[config.mk]
export PLATFORM = sky130hd
export DESIGN_NAME = alu_arbiter
export DESIGN_NICKNAME = d
export VERILOG_FILES = /design/src/rtl/alu_arb_pkg.sv /design/src/rtl/alu_rr_arbiter.sv /design/src/rtl/alu_arbiter.sv
export SDC_FILE = /design/constraint.sdc
export NUM_CORES = 1
export LEC_CHECK = 0
export BUFFER_PORTS_ARGS = -buffer_cell sky130_fd_sc_hd__clkbuf_2
export CAP_MARGIN = 10
export CORE_MARGIN = 8
export CORE_UTILIZATION = 45
export CTS_CLUSTER_DIAMETER = 50
export DETAILED_ROUTE_END_ITERATION = 16
export PLACE_DENSITY = 0.9
export SETUP_SLACK_MARGIN = 0.4
export SLEW_MARGIN = 40
export SYNTH_ARGS = -nofsm -noshare
export SYNTH_HDL_FRONTEND = slang
export SYNTH_SLANG_ARGS = --single-unit
export TNS_END_PERCENT = 50
[constraint.sdc]
create_clock -name clk -period 1.95 [get_ports clk]
set_input_delay 0.0975 -clock clk [delete_from_list [all_inputs] [get_ports clk]]
set_output_delay 0.0975 -clock clk [all_outputs]
set_load 0.02 [all_outputs]
[src/rtl/alu_arb_pkg.sv]
// Shared types and constants for the two-requester ALU scheduler.
package alu_arb_pkg;

    typedef enum logic [1:0] {
        IDLE = 2'd0,
        EXEC = 2'd1,
        RESP = 2'd2
    } state_t;

    localparam logic [2:0] OPC_ADD = 3'b001;
    localparam logic [2:0] OPC_SUB = 3'b010;

    typedef logic req_id_t;

    // One-hot to requester id for the two-entry case.
    function automatic req_id_t onehot_to_id(input logic [1:0] oh);
        return oh[1];
    endfunction

endpackage

[src/rtl/alu_rr_arbiter.sv]
// Two-input round-robin grant: combinational grant, registered last-served pointer.
module alu_rr_arbiter
    import alu_arb_pkg::*;
(
    input  logic       clk,
    input  logic       rst,
    input  logic [1:0] req_i,
    input  logic       update_i,
    input  req_id_t    served_i,
    output logic [1:0] grant_o,
    output req_id_t    grant_id_o
);

    req_id_t last_q;

    // On a tie the requester that was not served last wins.
    always_comb begin
        grant_o = 2'b00;
        case (req_i)
            2'b01:   grant_o = 2'b01;
            2'b10:   grant_o = 2'b10;
            2'b11:   grant_o = last_q ? 2'b01 : 2'b10;
            default: grant_o = 2'b00;
        endcase
        grant_id_o = onehot_to_id(grant_o);
    end

    // Pointer moves only when a response completes.
    always_ff @(posedge clk) begin
        if (rst) begin
            last_q <= 1'b1;
        end else if (update_i) begin
            last_q <= served_i;
        end else begin
            last_q <= last_q;
        end
    end

endmodule

[src/rtl/alu_arbiter.sv]
// Round-robin scheduler sharing one external combinational ALU between two
// requesters: accept, drive registered operands for EXEC_CYCLES, capture, respond.
module alu_arbiter
    import alu_arb_pkg::*;
#(
    parameter int WIDTH       = 16,
    parameter int EXEC_CYCLES = 1,
    parameter int CNT_W       = 8
) (
    input  logic                  clk,
    input  logic                  rst,
    input  logic [1:0]            req_valid,
    output logic [1:0]            req_ready,
    input  logic [1:0][WIDTH-1:0] req_inp1,
    input  logic [1:0][WIDTH-1:0] req_inp2,
    input  logic [1:0][2:0]       req_opc,
    output logic [1:0]            resp_valid,
    input  logic [1:0]            resp_ready,
    output logic [WIDTH-1:0]      resp_data,
    output logic                  resp_overflow,
    output logic [WIDTH-1:0]      alu_inp1,
    output logic [WIDTH-1:0]      alu_inp2,
    output logic [2:0]            alu_opc,
    input  logic [WIDTH-1:0]      alu_out,
    input  logic                  alu_overflow,
    output logic                  busy,
    output logic [CNT_W-1:0]      op_count
);

    localparam int EW = (EXEC_CYCLES > 1) ? $clog2(EXEC_CYCLES) : 1;
    localparam logic [EW-1:0] EXEC_LAST = EW'(EXEC_CYCLES - 1);

    state_t            state_q, state_d;
    req_id_t           id_q, id_d;
    logic [WIDTH-1:0]  inp1_q, inp1_d, inp2_q, inp2_d;
    logic [2:0]        opc_q, opc_d;
    logic [EW-1:0]     cnt_q, cnt_d;
    logic [WIDTH-1:0]  data_q, data_d;
    logic              ovf_q, ovf_d;
    logic [1:0]        resp_valid_q, resp_valid_d;
    logic              busy_q, busy_d;
    logic [CNT_W-1:0]  op_count_q, op_count_d;

    logic [1:0]        grant_s;
    req_id_t           grant_id_s;
    logic              accept_s;
    logic              resp_done_s;

    assign accept_s    = (state_q == IDLE) && (|(req_valid & grant_s));
    assign resp_done_s = (state_q == RESP) && resp_ready[id_q];

    alu_rr_arbiter u_arb (
        .clk        (clk),
        .rst        (rst),
        .req_i      (req_valid),
        .update_i   (resp_done_s),
        .served_i   (id_q),
        .grant_o    (grant_s),
        .grant_id_o (grant_id_s)
    );

    // Next-state and datapath register updates for the IDLE/EXEC/RESP sequence.
    always_comb begin
        state_d      = state_q;
        id_d         = id_q;
        inp1_d       = inp1_q;
        inp2_d       = inp2_q;
        opc_d        = opc_q;
        cnt_d        = cnt_q;
        data_d       = data_q;
        ovf_d        = ovf_q;
        resp_valid_d = resp_valid_q;
        busy_d       = busy_q;
        op_count_d   = op_count_q;
        case (state_q)
            IDLE: begin
                if (accept_s) begin
                    state_d = EXEC;
                    id_d    = grant_id_s;
                    inp1_d  = req_inp1[grant_id_s];
                    inp2_d  = req_inp2[grant_id_s];
                    opc_d   = req_opc[grant_id_s];
                    cnt_d   = '0;
                    busy_d  = 1'b1;
                end else begin
                    state_d = IDLE;
                end
            end
            EXEC: begin
                if (cnt_q == EXEC_LAST) begin
                    state_d      = RESP;
                    data_d       = alu_out;
                    ovf_d        = alu_overflow;
                    resp_valid_d = id_q ? 2'b10 : 2'b01;
                end else begin
                    cnt_d = cnt_q + EW'(1);
                end
            end
            RESP: begin
                if (resp_done_s) begin
                    state_d      = IDLE;
                    resp_valid_d = 2'b00;
                    busy_d       = 1'b0;
                    op_count_d   = op_count_q + CNT_W'(1);
                end else begin
                    state_d = RESP;
                end
            end
            default: begin
                state_d      = IDLE;
                resp_valid_d = 2'b00;
                busy_d       = 1'b0;
            end
        endcase
    end

    // State and output registers; reset aborts any in-flight operation.
    always_ff @(posedge clk) begin
        if (rst) begin
            state_q      <= IDLE;
            id_q         <= 1'b0;
            inp1_q       <= '0;
            inp2_q       <= '0;
            opc_q        <= 3'b000;
            cnt_q        <= '0;
            data_q       <= '0;
            ovf_q        <= 1'b0;
            resp_valid_q <= 2'b00;
            busy_q       <= 1'b0;
            op_count_q   <= '0;
        end else begin
            state_q      <= state_d;
            id_q         <= id_d;
            inp1_q       <= inp1_d;
            inp2_q       <= inp2_d;
            opc_q        <= opc_d;
            cnt_q        <= cnt_d;
            data_q       <= data_d;
            ovf_q        <= ovf_d;
            resp_valid_q <= resp_valid_d;
            busy_q       <= busy_d;
            op_count_q   <= op_count_d;
        end
    end

    assign req_ready     = (state_q == IDLE) ? grant_s : 2'b00;
    assign resp_valid    = resp_valid_q;
    assign resp_data     = data_q;
    assign resp_overflow = ovf_q;
    assign alu_inp1      = inp1_q;
    assign alu_inp2      = inp2_q;
    assign alu_opc       = opc_q;
    assign busy          = busy_q;
    assign op_count      = op_count_q;

endmodule

==> results.md <==
- ANT nets after route: 0
- Gr ovfl total: 0
- Clk_lat worst skew: between 0.3 and 0.4 ns
- #FFs+latches synth: 67
- Layout cells sized above 1: 40.1%
- Critical path capture point type: primary output
- Vias: between 3000 and 4000
- RePlAce Congestion: 0.788
- Die X: approximately 99 um
- Fillcell total: about 550
- Die area: 0.00979 mm^2
- CTS Sinks: 67
- Mux cell area share after synthesis: 1.05%
- Post-synth EDFFs: 0
- Post-Synth Simple-Gate Area: between 10% and 20%
- DRT iter0 DRCs: 95
- Total CTS buffers: 9
- Place WS: roughly 0.26 ns
- Post-synth top area cell: dfxtp_1
- Initial Util: about 46%
- Avg Inst Size Synth: roughly 8.6 um^2
- Syn Inst Count: around 360
- Largest net degree at the start of global routing: between 60 and 70
- Post-synthesis sequential area ratio: 43.3%
- Drt total wl: a little over 10000 um
- Ys async rst share: 0%
- Post-synth cell types: 41
- P_leak: approximately 2.0 nW
- Tightest Pin Transition: about 0.64 ns
- Slowest stage delay, CP: ~0.34 ns
- Seq. cell area: 0.00135 mm^2
- Final period util: between 70% and 80%
- Largest family of logic cells by synthesized area: compound AO/OA/AOI/OAI gates
- Final WS setup: roughly 0.43 ns
- Post-synthesis xor/xnor area fraction: 0%
- DP HPWL: 6890 um
- Total power: ~3.8 mW
- Inst Count DP: about 570
- Setup-failing EPs final: 0
- Drt drc: 0
- Mapped cell area: 0.00309 mm^2
- Clock skew: ~0.0074 ns
- Final Hold Fails: 0
- Hold Path Class: in2reg
- Routed WL per cell: approximately 17 um
- CTS H-tree depth: 3
- RSZ-0062 raised after global routing: true
- Core outline area: ~0.0067 mm^2
- Layout Cells excl Fill: just over 600
- Setup TNS Final: 0 ns
- Final slew viol count: 0
- Via/cell ratio: around 5.5
- Die H: between 90 and 100 um
- First-pass DRT Iterations: 4
- Status: complete, no violations
- Dominant cells by area after synthesis: dfxtp_1 43%, a21oi_1 10%, o32ai_2 9.5%
- Most frequent cell after synthesis: dfxtp_1
- Compound-gate portion of the synthesized area: 27.6%
- Fin area: between 0.004 and 0.005 mm^2
- Post-Syn Nets: roughly 450
- Worst endpoint required time: 1.85 ns
- Worst setup SP type: flip-flop
- Slew Limit Headroom: between 50% and 60%
- Synthesis-to-layout area growth: 44.7%
- Critical-path cell list: a21boi_1 -> buf_4 -> nand2_1 -> inv_1 -> clkbuf_2
- Diode count: 0
- F_max: 658 MHz
- Clock Root Buffer: clkbuf_8
- Slowest CP cell: dfxtp_1
- Multi-input logic area: between 0.0015 and 0.002 mm^2
- Max Cap Viol: 0
- IO Count: between 150 and 200
- Port Buffer Count: about 160
- Initial antenna violation count: 0
- Maximum clock path buffer count: 2
- VDD IR max: ~0.57 mV
- DP Area: approximately 0.0039 mm^2
- Post-layout min period: approximately 1.5 ns
- CTS tree: yes
- YS warnings: 0
- CP Class: reg2out
- Main synth FF type: dfxtp_1
- Worst Path Arrival: between 1 and 1.5 ns
- Nets: 630
- First-pass GRT wire length: 16500 um
- Clock transition at path regs: 0.07 ns
- Adder-cell share of the synthesized area: less than 1%
- Vias in the first global route: roughly 3500
- Power per cell area: between 800 and 900 mW/mm^2
- GR Util All Layers: just over 20%
- CP Max Fanout: 20
- Yosys top cell area share: between 40% and 50%
- Placement Rows: 30
- Commonest cells post-synth: 67 x dfxtp_1, 63 x a21oi_1, 37 x nand2_1
## layer usage
| layer | global-route usage (%) | part of all wire [%] | routed length (um) | vias to the layer above |
|---|---|---|---|---|
| li1 | - | - | - | 1630 |
| met1 | 21.9 | 39 | 4020 | 1608 |
| met2 | 36.0 | 51 | 5280 | 161 |
| met3 | 7.12 | 9.0 | 927 | 16 |
| met4 | 7.08 | 1.2 | 127 | 0 |
| met5 | 0 | 0 | 0 | - |
## sequential cells by signal, summed over array words and instances, names as in the netlist, 2 cells and up
name / flops
resp_data: 16
alu_inp2: 16
resp_valid: 2
alu_opc: 3
op_count: 8
alu_inp1: 16
state_q: 2
## through the flow
| stage | hold WS (ns) | util, % |
|---|---|---|
| floorplan | 0.234 | - |
| global placement | 0.321 | 57.9 |
| detailed placement | 0.329 | 57.9 |
| CTS | 0.00337 | 65.8 |
| global route | 0.00454 | 66.6 |
| finish | 0.0146 | 66.6 |
## cell usage in the layout, fill, tap and decap left out, types with 4 or more instances in the layout
cell type	synthesis	layout
a2111oi_0	15	13
buf_4	0	9
inv_1	22	22
dlygate4sd3_1	0	28
a21oi_1	63	63
nand2_1	37	37
dfxtp_2	0	4
dfxtp_1	67	62
nor2_1	23	23
o32ai_2	18	18
clkbuf_8	0	9
nor3_1	16	16
clkbuf_2	0	157
o21ai_0	4	4
nand2b_1	22	21
or4_1	4	4
o31ai_1	4	4
## cells by family (layout without fill, tap and decap cells)
family,after synthesis,after routing
AO/OA/AOI/OAI,112,112
adder cells (fa/ha/maj),1,1
buffers and inverters,52,234
flip-flops,67,67
multiplexers,3,3
AND/OR/NAND/NOR,123,124
## final cells by class
type                    count  area share, %
clock buffers               9           2.77
repair buffers            196           25.8
multi-input cells         240           34.6
well taps                  80           2.24
flip-flops and latches     67           30.1
inverters                  22           1.84
clock inverters             7           2.60
## report_power, final
group / total [mW] / switching [mW] / internal (mW)
clock: 1.39 / 0.541 / 0.847
combinational: 0.878 / 0.513 / 0.365
sequential: 1.56 / 0.0766 / 1.49
total: 3.83 / 1.13 / 2.70
## worst max-delay path: cells and delay by family, from the launching register on
family,cells,cell delay (ns)
DFF,1,0.34
and+or+nand+nor,1,0.12
buffers and inverters,3,0.50
AOI/OAI and AO/OA,1,0.13
## timing repair
action,CTS,global route
hold buffers,28,0
endpoints found under the setup margin,31,41
pin swaps,0,1
cloned,0,1
endpoints found under the hold margin,28,0
setup buffers,0,2
resized for setup,4,12
## final timing paths
check | cells after the start | slack (ns) | end | start
setup / recovery | 5 | 0.43 | req_ready[1] | u_arb.last_q
setup reg to reg | 3 | 0.44 | alu_inp2[6] | state_q[0]
hold / removal | 3 | 0.01 | alu_inp1[3] | req_inp1[3]
hold reg to reg | 2 | 0.46 | resp_data[3] | resp_data[3]
Note: power is estimated with default switching activity, not from simulation.
